### src/rtl/target_readout.sv
// -----------------------------------------------------------------------------
// target_readout
//
// Arms and reads out the bank of per-microphone shot counters.
//   * On `arm` (only while idle) pulses `clear` for one cycle, then raises
//     `quiet` to let the counters run.
//   * Waits for the first channel to start, then for all channels to stop or
//     for TIMEOUT cycles to elapse, whichever comes first.
//   * Freezes for one cycle, snapshots every 16-bit count plus the per-channel
//     stopped mask, and streams a framed packet over valid/ready:
//       A5, {7'b0,to_flag}, stop_mask, ch0 MSB, ch0 LSB, ... chN-1 LSB
//
// Parameters
//   NCH      number of counter channels (1..8)
//   TIMEOUT  max cycles from first channel start to forced snapshot (>= 2)
//   TO_W     timeout timer width, must hold TIMEOUT
//
// Ports
//   clk        system clock
//   clr        asynchronous active-high reset
//   arm        single-cycle shot start request (ignored unless idle)
//   abort      drop back to idle from ARMED/WAIT without sending a frame
//   run        per-channel run flags from the counters
//   count      channel i count at bits [16i+15:16i]
//   clear      one-cycle clear pulse to all counters
//   quiet      count enable to all counters
//   busy       high in every state except IDLE
//   out_data   packet byte
//   out_valid  out_data is valid
//   out_last   high with the final packet byte
//   out_ready  consumer accepts the byte when out_valid & out_ready
// -----------------------------------------------------------------------------
module target_readout #(
    parameter int          NCH     = 8,
    parameter int unsigned TIMEOUT = 16'd50000,
    parameter int          TO_W    = 16
) (
    input  logic              clk,
    input  logic              clr,
    input  logic              arm,
    input  logic              abort,
    input  logic [NCH-1:0]    run,
    input  logic [16*NCH-1:0] count,
    output logic              clear,
    output logic              quiet,
    output logic              busy,
    output logic [7:0]        out_data,
    output logic              out_valid,
    output logic              out_last,
    input  logic              out_ready
);

    localparam int NBYTES = 3 + 2 * NCH;
    localparam int IW     = $clog2(NBYTES);

    localparam logic [IW-1:0]   LAST_IDX = IW'(NBYTES - 1);
    localparam logic [TO_W-1:0] TO_LAST  = TO_W'(TIMEOUT - 1);

    typedef enum logic [2:0] {
        S_IDLE,
        S_CLEAR,
        S_ARMED,
        S_WAIT,
        S_FREEZE,
        S_SEND
    } state_t;

    state_t r_state;
    state_t w_state_next;

    logic [TO_W-1:0] r_timer;
    logic [IW-1:0]   r_index;
    logic            r_to_flag;
    logic [NCH-1:0]  r_stop_mask;

    logic                  w_any_run;
    logic                  w_timer_hit;
    logic                  w_accept;
    logic                  w_last_byte;
    logic [7:0]            w_mask8;
    logic [NBYTES-1:0][7:0] w_bytes;

    assign w_any_run   = |run;
    assign w_timer_hit = (r_timer == TO_LAST);
    assign w_last_byte = (r_index == LAST_IDX);
    // Decoded from the state rather than out_valid so the next-state logic
    // does not read back one of its own outputs.
    assign w_accept    = (r_state == S_SEND) && out_ready;

    // -------------------------------------------------------------------------
    // State register
    // -------------------------------------------------------------------------
    always_ff @(posedge clk or posedge clr) begin
        if (clr) begin
            r_state <= S_IDLE;
        end else begin
            r_state <= w_state_next;
        end
    end

    // -------------------------------------------------------------------------
    // Next state and Moore outputs
    // -------------------------------------------------------------------------
    always_comb begin
        w_state_next = r_state;
        clear        = 1'b0;
        quiet        = 1'b0;
        busy         = 1'b1;
        out_valid    = 1'b0;
        out_last     = 1'b0;

        case (r_state)
            S_IDLE: begin
                busy = 1'b0;
                if (arm) begin
                    w_state_next = S_CLEAR;
                end
            end

            S_CLEAR: begin
                clear        = 1'b1;
                w_state_next = S_ARMED;
            end

            S_ARMED: begin
                quiet = 1'b1;
                if (abort) begin
                    w_state_next = S_IDLE;
                end else if (w_any_run) begin
                    w_state_next = S_WAIT;
                end
            end

            S_WAIT: begin
                quiet = 1'b1;
                // Abort beats both exits; a stop in the same cycle as the
                // timeout is reported as a normal stop.
                if (abort) begin
                    w_state_next = S_IDLE;
                end else if (!w_any_run || w_timer_hit) begin
                    w_state_next = S_FREEZE;
                end
            end

            S_FREEZE: begin
                w_state_next = S_SEND;
            end

            S_SEND: begin
                out_valid = 1'b1;
                out_last  = w_last_byte;
                if (w_accept && w_last_byte) begin
                    w_state_next = S_IDLE;
                end
            end

            default: begin
                w_state_next = S_IDLE;
            end
        endcase
    end

    // -------------------------------------------------------------------------
    // Timer, timeout flag, stop mask and byte index
    // -------------------------------------------------------------------------
    always_ff @(posedge clk or posedge clr) begin
        if (clr) begin
            r_timer     <= '0;
            r_index     <= '0;
            r_to_flag   <= 1'b0;
            r_stop_mask <= '0;
        end else begin
            case (r_state)
                S_ARMED: begin
                    // Holding zero here means the timer reads 0 in the first
                    // WAIT cycle whichever edge the start is detected on.
                    r_timer <= '0;
                end

                S_WAIT: begin
                    if (!abort) begin
                        if (!w_any_run) begin
                            r_to_flag <= 1'b0;
                        end else if (w_timer_hit) begin
                            r_to_flag <= 1'b1;
                        end else begin
                            r_timer <= r_timer + TO_W'(1);
                        end
                    end
                end

                S_FREEZE: begin
                    r_stop_mask <= ~run;
                    r_index     <= '0;
                end

                S_SEND: begin
                    if (w_accept) begin
                        r_index <= w_last_byte ? '0 : r_index + IW'(1);
                    end
                end

                default: begin
                end
            endcase
        end
    end

    // -------------------------------------------------------------------------
    // Shadow count registers and packet byte map
    // -------------------------------------------------------------------------
    // Shadows load only on the FREEZE exit edge, so they hold still for the
    // whole SEND phase regardless of what the counters do.
    generate
        for (genvar gi = 0; gi < NCH; gi++) begin : g_ch
            logic [15:0] r_shadow;

            always_ff @(posedge clk or posedge clr) begin
                if (clr) begin
                    r_shadow <= '0;
                end else if (r_state == S_FREEZE) begin
                    r_shadow <= count[16*gi +: 16];
                end
            end

            assign w_bytes[3 + 2*gi] = r_shadow[15:8];
            assign w_bytes[4 + 2*gi] = r_shadow[7:0];
        end
    endgenerate

    always_comb begin
        w_mask8            = '0;
        w_mask8[NCH-1:0]   = r_stop_mask;
    end

    assign w_bytes[0] = 8'hA5;
    assign w_bytes[1] = {7'b0, r_to_flag};
    assign w_bytes[2] = w_mask8;

    // Forced to zero outside SEND so the bus reads 0 out of reset.
    assign out_data = (r_state == S_SEND) ? w_bytes[r_index] : 8'h00;

endmodule

### config.mk
export PLATFORM = sky130hd
export DESIGN_NAME = target_readout
export DESIGN_NICKNAME = d
export VERILOG_FILES = /design/src/rtl/target_readout.sv
export SDC_FILE = /design/constraint.sdc
export NUM_CORES = 1
export LEC_CHECK = 0
export ABC_AREA = 1
export CORE_MARGIN = 5
export CORE_UTILIZATION = 36
export CTS_BUF_LIST = sky130_fd_sc_hd__clkbuf_2 sky130_fd_sc_hd__clkbuf_4 sky130_fd_sc_hd__clkbuf_8
export DETAILED_ROUTE_END_ITERATION = 10
export PLACE_DENSITY = 0.69
export RECOVER_POWER = 25
export SYNTH_ARGS = -nofsm -noshare
export SYNTH_HDL_FRONTEND = slang
export SYNTH_SLANG_ARGS = --single-unit
### constraint.sdc
create_clock -name clk -period 6.2 [get_ports clk]
set_input_delay 1.24 -clock clk [delete_from_list [all_inputs] [get_ports clk]]
set_output_delay 1.24 -clock clk [all_outputs]
set_load 0.02 [all_outputs]
# After elaboration in Yosys (flattened, before gate mapping)
# Cells that the tools add are included.
[totals] wordCells=71 input_bits=141 regBits=161
[op_classes] eq_ne=16 mux=24 n_reduce_logical=13 n_lt_le_gt_ge=1 bitwise=2 add_sub_neg=2
[op_table] op="$mux W16" count=3
[op_table] op="$bmux W8 S5" count=1
[op_table] op="$pmux W16 S2" count=1
[op_table] op="$mux W3" count=6
[op_table] op="$pmux W3 S6" count=1
[op_table] op="$add A16 B1 Y16 const B" count=1
[op_table] op="$eq A16 B16 Y1 const B" count=1
[op_table] op="$mux W8" count=2
[op_table] op="$mux W5" count=2
[op_table] op="$ne A2 B2 Y1 const B" count=5
[op_table] op="$pmux W5 S2" count=1
[op_table] op="$not A8 Y8" count=1
[op_table] op="$reduce_and A4 Y1" count=2
[op_table] op="$reduce_or A8 Y1" count=1
[op_table] op="$mux W1" count=7
[op_table] op="$eq A3 B2 Y1 const B" count=2
[op_table] op="$eq A3 B3 Y1 const B" count=2
[op_table] op="$lt A5 B6 Y1 const B" count=1
[op_table] op="$ne A3 B3 Y1 const B" count=2
[op_table] op="$add A5 B1 Y5 const B" count=1
[op_table] op="$eq A5 B5 Y1 const B" count=1
[op_table] op="$ne A2 B1 Y1 const B" count=2
[op_table] op="$reduce_bool A2 Y1" count=2
[op_table] op="$eq A3 B1 Y1 const B" count=1
[op_table] op="8 further kinds" count=9

# Depth between registers and ports, before layout
# Gate-level depths: netlist of run 1.
[logic_depth] depth_word=6 depth_mapped=12 ltp_nobuf=11

# Worst setup path before layout of run 1
# Ideal clock, no wire load.
[synth_timing] kind="register -> output" start="reg r_index[0]" end="out out_data[0]" slack_ns=3.408 stages_incl_launch_ff=9 arrival_time_ns=1.552 t_required_ns=4.960 cell_sequence="dfrtp_1 > buf_2 > inv_2 > buf_2 > buf_4 > nor2_1 > o21ai_0 > nand2_1 > a21oi_1"
[synth_via] elab_chain_len=3
[synth_lines] item="start, declared" line_no="72" source="logic [IW-1:0] r_index;"
[synth_lines] item="start signal, assigned" line_no="199" source="r_index <= w_last_byte ? '0 : r_index + IW'(1);"
[synth_lines] item="$bmux W8 S5" line_no="241" source="assign out_data = (r_state == S_SEND) ? w_bytes[r_index] : 8'h00;"
[synth_lines] item="$mux W8 (not written as such)" line_no="241"
[synth_lines] item="$mux W8" line_no="241"
[synth_lines] item="end, declared" line_no="47" source="output logic [7:0] out_data,"
# Every way passes these cells. The select of a mux whose other input is x is not followed.

# Worst setup path after layout of run 1
[layout_timing] start="reg r_index[0]" end="out out_data[5]"
# Same word-level chain as after synthesis.

==> out/qor.csv, run 1 <==
metric,value,unit
period_share,0.717,
setup.reg_to_reg.worst_slack,2.95,ns
ys_dominant_reg_cell,sky130_fd_sc_hd__dfrtp_1,
synth.most_common_cell,sky130_fd_sc_hd__nand2_1,
grt_pass1_wl,38100,µm
detail_route.vias_per_cell,4.83,
synth.avg_cell_area,7.21,µm²
rr_worst_depth,9,
place.detailed.instances,1535,
grt_antenna_before_repair,0,
timing_worst_slew_pin_value,3.71,ns
totalNegativeSetupSlack,0,ns
ys_top_cells_by_count,"sky130_fd_sc_hd__nand2_1, sky130_fd_sc_hd__dfrtp_1, sky130_fd_sc_hd__nand3_1",
switching_share_of_power,0.386,
ant_nets,0,
power_report.internal_total,2.45,mW
worst_skew_pair.late_latency,0.47,ns
worstReg2RegStart,r_state[1]$_DFFE_PP0P_,
syn-num-nets,1288,
status,"complete, but fails checks",
post_route_cells_drive_above_1_share,0.0640,
dp.final_hpwl,17200,µm
sw_pwr,1.54,mW
setup_repair_after_global_routing_missed_its_margin,no,
power.combinational.fraction,0.343,
detail_route.wirelength,23600,µm
die_area,26000,µm²
worst_setup_path_start_kind,register,
cellPowerDensity,385,nW/µm²
maxClockFrequency,225,MHz
cts_inserted_buffers,17,
effective_utilization_at_floorplan,0.365,
cap_viol_max_count,1,
overflow,0,
cts_setup_buffers,0,
floorplan.core_area,22600,µm²
die-width,161,µm
failed_checks,"max-capacitance violations, max-slew violations",
yosysTopAreaCell,sky130_fd_sc_hd__dfrtp_1,
setup-violations-final,0,
synth_enable_flop_cells,0,
static-leakage-power,5.00,nW
grt_usage,0.182,
route.detailed.wl_per_inst,15.1,µm
p_clk_frac,0.207,
crit_type,reg2out,
async_reset_ff_frac,1.00,
dr.first_iter.drc_count,607,
post_synth_main_area_contributors,"sky130_fd_sc_hd__dfrtp_1, sky130_fd_sc_hd__nand2_1, sky130_fd_sc_hd__nand3_1",
synth_seq_area_share,0.488,
cts_resized,0,
hold_viol_final,0,
design.portCount,154,
number_of_standard_cells_in_the_final_layout_excluding_fillers,1566,
r2r_end,r_index[1]$_DFFE_PP0P_,
first_global_vias,7445,
cp-end-kind,output port,
yosysUniqueCellTypes,30,
synth_warnings,0,
drc,0,
place.gp.congestion,0.874,
cp.required,4.96,ns
std_cell_rows,55,
timing.clock.skew,0.0126,ns
worst_slew_margin_rel,-1.49,
drtPass1Iterations,5,
type_of_the_most_critical_hold_path,reg2reg,
timing.final.max_slew_violations,84,
postSynthCellCount,1144,
nets,1413,
antenna_cells_inserted,0,
path_clk_slew,0.08,ns
die_height,161,µm
final_period_minus_worst_setup_slack,4.45,ns
signal_arrival_time_at_the_worst_endpoint,3.21,ns
timing.critical_path.fanout_max,61,
routed-via-count,7559,
cts.sink_count,161,
cts-hold-fix-buffers,0,
mappedNetlistArea,8250,µm²
h-tree-depth,4,
flow.area_growth_from_synthesis,25.4,%
largest_net_degree_at_the_start_of_global_routing,90,
irDropWorstVdd,0.000181,V
yosysTopAreaCellShare,0.488,
root_buffer,sky130_fd_sc_hd__clkbuf_8,
setup.worst_path.end,out_data[5],
synth-seq-cells,161,
clockBufferDepth,2,
buffer_ports.inserted,153,
sequential_group_share_of_total_power,0.450,
cts_tree,done,
timing.critical_path.from,r_index[0]$_DFFE_PP0P_,
==> power by group through the flow <==
stage               clock network [mW]  logic [mW]  registers (mW)
floorplan                            0        1.05            1.71
global placement                     0        1.35            1.80
detailed placement                   0        1.39            1.80
CTS                              0.836        1.39            1.79
global route                     0.881        1.59            1.84
finish                           0.827        1.37            1.79
==> layer usage <==
layer / up-vias / routed length (µm) / share of wire / global-route usage
li1: 3793 / - / - / -
met1: 3528 / 10600 / 0.45 / 0.243
met3: 31 / 1400 / 0.059 / 0.0436
met5: - / 0 / 0 / 0
met2: 207 / 11200 / 0.47 / 0.298
met4: 0 / 476 / 0.020 / 0.0531
==> cell families after synthesis <==
kind of cell / after synthesis / synth area share
simple gates: 742 / 0.364
fa+ha+maj: 3 / 0.00455
xor+xnor: 7 / 0.00743
flops: 161 / 0.488
compound gates: 96 / 0.0670
buf+inv: 135 / 0.0689
==> how the worst min path moves through the flow <==
stage / slack (ns) / end / start / cells after the start
6_report: 0.48 / g_ch[2].r_shadow[0]$_DFFE_PP0P_ / g_ch[2].r_shadow[0]$_DFFE_PP0P_ / 2
3_3_place_gp: 0.46 / g_ch[3].r_shadow[15]$_DFFE_PP0P_ / g_ch[3].r_shadow[15]$_DFFE_PP0P_ / 2
5_1_grt: 0.49 / g_ch[5].r_shadow[3]$_DFFE_PP0P_ / g_ch[5].r_shadow[3]$_DFFE_PP0P_ / 2
3_5_place_dp: 0.46 / g_ch[3].r_shadow[3]$_DFFE_PP0P_ / g_ch[3].r_shadow[3]$_DFFE_PP0P_ / 2
2_1_floorplan: 0.44 / g_ch[2].r_shadow[10]$_DFFE_PP0P_ / g_ch[2].r_shadow[10]$_DFFE_PP0P_ / 2
4_1_cts: 0.48 / g_ch[3].r_shadow[3]$_DFFE_PP0P_ / g_ch[3].r_shadow[3]$_DFFE_PP0P_ / 2
==> layout by cell type (no fill, tap or decap), types with 2 or more instances in the layout <==
cell type	synthesis	routed
sky130_fd_sc_hd__clkinv_4	0	5
sky130_fd_sc_hd__nand2_4	2	2
sky130_fd_sc_hd__xor2_1	7	7
sky130_fd_sc_hd__nand3_2	3	3
sky130_fd_sc_hd__inv_1	73	72
sky130_fd_sc_hd__nor2_2	9	8
sky130_fd_sc_hd__bufinv_16	0	3
sky130_fd_sc_hd__clkdlybuf4s50_1	0	152
sky130_fd_sc_hd__dfrtp_1	161	160
sky130_fd_sc_hd__o22ai_1	3	3
sky130_fd_sc_hd__nand2_2	6	6
sky130_fd_sc_hd__clkbuf_4	0	2
sky130_fd_sc_hd__clkinvlp_4	0	2
sky130_fd_sc_hd__nand2_1	577	577
sky130_fd_sc_hd__ha_1	3	3
sky130_fd_sc_hd__clkbuf_8	0	18
sky130_fd_sc_hd__buf_4	2	7
sky130_fd_sc_hd__nand4_1	6	6
sky130_fd_sc_hd__o21ai_0	49	49
sky130_fd_sc_hd__inv_2	8	7
sky130_fd_sc_hd__o21ai_2	11	11
sky130_fd_sc_hd__nor2_1	49	50
sky130_fd_sc_hd__a21oi_1	20	20
sky130_fd_sc_hd__nor3_1	10	10
sky130_fd_sc_hd__nand3_1	78	78
sky130_fd_sc_hd__o21ai_1	9	9
==> flip-flops by register name (all words and copies together) (netlist names) <==
signal / cells
r_index: 5
r_to_flag: 1
r_stop_mask: 8
r_state: 3
r_timer: 16
g_ch.r_shadow: 128
==> cell type report <==
type                            count  area (µm²)
Fill cell                        2295       12200
Sequential cell                   161        4030
Multi-Input combinational cell    848        3650
Timing Repair Buffer              160        1580
Tap cell                          285         357
Inverter                           81         307
Clock buffer                       20         263
Clock inverter                     11         158
==> critical path: stages (launching register included) <==
cell                              delay, ns
sky130_fd_sc_hd__dfrtp_2               0.37
sky130_fd_sc_hd__buf_4                 0.52
sky130_fd_sc_hd__nor2_1                0.39
sky130_fd_sc_hd__nand2_1               0.13
sky130_fd_sc_hd__nand3_1               0.10
sky130_fd_sc_hd__nand2_1               0.10
sky130_fd_sc_hd__inv_1                 0.05
sky130_fd_sc_hd__nand2_1               0.08
sky130_fd_sc_hd__nand2_1               0.06
sky130_fd_sc_hd__a21oi_1               0.26
sky130_fd_sc_hd__clkdlybuf4s50_1       0.67
==> per-stage QoR <==
step	total power, mW	instance area (µm²)	worst slack, ns	util	hold WS (ns)
floorplan	2.76	8250	0.612	-	0.442
global placement	3.15	9940	2.29	0.440	0.456
detailed placement	3.19	9940	2.30	0.440	0.460
CTS	4.02	10400	1.76	0.459	0.479
global route	4.31	10300	1.40	0.458	0.493
finish	3.99	10300	1.75	0.458	0.479
Note: power is estimated with default switching activity, not from simulation.
==> run 2, diff against run 1 <==
Clock period 6.2 ns to 4.5 ns, I/O delays scaled along.
==> out/qor.csv, run 2 (synthesis results as in run 1) <==
metric,value,unit,change
status,"complete, but fails checks",,unchanged
failed_checks,"max-capacitance violations, max-slew violations",,unchanged
crit_chain,inv_2 > buf_4 > nand2_1 > nand3_1 > nand2_1 > inv_1 > nand3_1 > nand2_1 > nand2_1 > a21oi_1 > clkdlybuf4s50_1,,was buf_4 > nor2_1 > nand2_1 > nand3_1 > nand2_1 > inv_1 > nand2_1 > nand2_1 > a21oi_1 > clkdlybuf4s50_1
design.portCount,154,,unchanged
routed-via-count,7729,,was 7559
route.detailed.wl_per_inst,15.6,µm,was 15.1 µm
final_period_minus_worst_setup_slack,4.18,ns,
cts_tree,done,,unchanged
detail_route.vias_per_cell,4.92,,was 4.83
largest_register_ffs,128,,unchanged
hold_start,g_ch[2].r_shadow[2]$_DFFE_PP0P_,,was g_ch[2].r_shadow[0]$_DFFE_PP0P_
first_global_vias,7707,,was 7445
timing_worst_slew_pin_value,1.78,ns,was 3.71 ns
r2r_end,g_ch[7].r_shadow[15]$_DFFE_PP0P_,,was r_index[1]$_DFFE_PP0P_
hold_viol_final,0,,unchanged
dp.final_hpwl,18200,µm,was 17200 µm
detail_route.wirelength,24600,µm,was 23600 µm
post_route_cells_drive_above_1_share,0.0677,,was 0.0640
std_cell_rows,55,,unchanged
grt_antenna_before_repair,0,,unchanged
die_height,161,µm,unchanged
cts_resized,0,,unchanged
buffer_ports.inserted,153,,unchanged
setup.reg_to_reg.worst_slack,1.87,ns,was 2.95 ns
root_buffer,sky130_fd_sc_hd__clkbuf_8,,unchanged
overflow,0,,unchanged
place.gp.congestion,0.885,,was 0.874
nets,1419,,was 1413
cts.sink_count,161,,unchanged
worstReg2RegStart,r_state[1]$_DFFE_PP0P_,,unchanged
timing.clock.skew,0.00873,ns,was 0.0126 ns
multi_input_comb_area,3650,µm²,unchanged
period_share,0.928,,
critPathMaxStageDelay,0.67,ns,about the same
critPathMostFrequentCell,sky130_fd_sc_hd__nand2_1,,unchanged
worst_skew_pair.late_latency,0.45,ns,was 0.47 ns
place.detailed.instances,1541,,was 1535
setup-violations-final,0,,unchanged
type_of_the_most_critical_hold_path,reg2reg,,unchanged
seqCellArea,4030,µm²,unchanged
antenna_cells_inserted,0,,unchanged
timing.critical_path.fanout_max,36,,was 61
cellPowerDensity,542,nW/µm²,was 385 nW/µm²
cts_inserted_buffers,17,,unchanged
signal_arrival_time_at_the_worst_endpoint,3.28,ns,was 3.21 ns
drc,0,,unchanged
maxClockFrequency,239,MHz,
dr.first_iter.drc_count,785,,was 607
num-fill-cells,2229,,was 2295
flow.area_growth_from_synthesis,26.4,%,was 25.4%
ant_nets,0,,unchanged
h-tree-depth,4,,unchanged
largestRegisters,"g_ch.r_shadow: 128 flops, r_timer: 16 flops, r_stop_mask: 8 flops",,unchanged
worst_setup_path_start_kind,register,,unchanged
worst_slew_margin_rel,-0.195,,was -1.49
largest_net_degree_at_the_start_of_global_routing,104,,was 90
floorplan.core_area,22600,µm²,unchanged
irDropWorstVdd,0.000251,V,was 0.000181 V
rr_worst_depth,7,,was 9
final_cell_mix,"sky130_fd_sc_hd__nand2_1, sky130_fd_sc_hd__dfrtp_1, sky130_fd_sc_hd__clkdlybuf4s50_1",,unchanged
timing.final.max_slew_violations,39,,was 84
clockBufferDepth,2,,unchanged
grt_pass1_wl,39700,µm,was 38100 µm
slowest_stage,sky130_fd_sc_hd__clkdlybuf4s50_1,,unchanged
totalNegativeSetupSlack,0,ns,unchanged
setup_repair_after_global_routing_missed_its_margin,no,,unchanged
cts_setup_buffers,0,,unchanged
drtPass1Iterations,5,,unchanged
max_flop_register,g_ch.r_shadow,,unchanged
cap_viol_max_count,1,,unchanged
min_delay_path_depth,2,,unchanged
grt_usage,0.190,,was 0.182
effective_utilization_at_floorplan,0.365,,unchanged
whs_endpoint,g_ch[2].r_shadow[2]$_DFFE_PP0P_,,was g_ch[2].r_shadow[0]$_DFFE_PP0P_
cp-end-kind,output port,,unchanged
cts-hold-fix-buffers,0,,unchanged
cp.required,3.60,ns,was 4.96 ns
number_of_standard_cells_in_the_final_layout_excluding_fillers,1571,,was 1566
die-width,161,µm,unchanged
die_area,26000,µm²,unchanged
static-leakage-power,5.04,nW,was 5.00 nW
path_clk_slew,0.09,ns,was 0.08 ns
layout_commonest_cell,sky130_fd_sc_hd__nand2_1,,unchanged
crit_type,reg2out,,unchanged
-- run 2: changes by cell type in the layout (fill, tap and decap cells not counted) --
cell	before	now
sky130_fd_sc_hd__dlygate4sd3_1	1	2
sky130_fd_sc_hd__bufinv_16	3	5
sky130_fd_sc_hd__clkbuf_2	0	1
sky130_fd_sc_hd__clkinvlp_4	2	1
sky130_fd_sc_hd__buf_4	7	12
sky130_fd_sc_hd__clkinv_4	5	2
sky130_fd_sc_hd__clkbuf_4	2	0
sky130_fd_sc_hd__clkdlybuf4s50_1	152	151
sky130_fd_sc_hd__clkinv_2	1	2
sky130_fd_sc_hd__inv_6	1	3
-- run 2: per-layer routing --
metal  wire length [µm]  track usage  share of wire
met5                  0            0              0
met4                607       0.0671          0.025
met1              11300        0.265           0.46
met2              11100        0.291           0.45
met3               1570       0.0436          0.064
-- run 2: through the flow --
stage	hold slack, ns	area, µm²	util	setup slack, ns	power [mW]
floorplan	0.442	8250	-	1.56	3.80
global route	0.495	10400	0.462	0.0838	6.10
detailed placement	0.459	9990	0.443	0.869	4.44
finish	0.477	10400	0.462	0.322	5.65
CTS	0.478	10400	0.463	0.344	5.68
global placement	0.454	9990	0.443	0.927	4.39
-- run 2: area by class of cell --
cell class	instances	area share
clock buffers	18	0.0238
clock inverters	12	0.0198
inverters	81	0.0294
multi-input cells	848	0.350
flip-flops and latches	161	0.387
well taps	285	0.0342
repair buffers	166	0.156
-- run 2: power by group --
| group | internal, mW | total [mW] | switching, mW |
|---|---|---|---|
| registers | 2.09 | 2.50 | 0.404 |
| clock network | 0.675 | 1.23 | 0.559 |
| logic | 0.706 | 1.92 | 1.21 |
| total | 3.47 | 5.65 | 2.17 |
-- run 2: worst max path at each step --
| stage | startpoint | endpoint | cells after the start |
|---|---|---|---|
| CTS | r_index[0]$_DFFE_PP0P_ | out_data[3] | 11 |
| global placement | r_index[0]$_DFFE_PP0P_ | out_data[0] | 11 |
| detailed placement | r_index[0]$_DFFE_PP0P_ | out_data[3] | 11 |
| global route | r_index[0]$_DFFE_PP0P_ | out_data[5] | 11 |
| finish | r_index[0]$_DFFE_PP0P_ | out_data[1] | 11 |
| floorplan | clr | g_ch[0].r_shadow[0]$_DFFE_PP0P_ | 1 |
-- run 2: worst max-delay path, delay by kind of cell (launching register included) --
family | cells | cell delay (ns)
buf+inv | 4 | 1.59
compound gates | 1 | 0.26
simple gates | 6 | 0.40
flops | 1 | 0.55
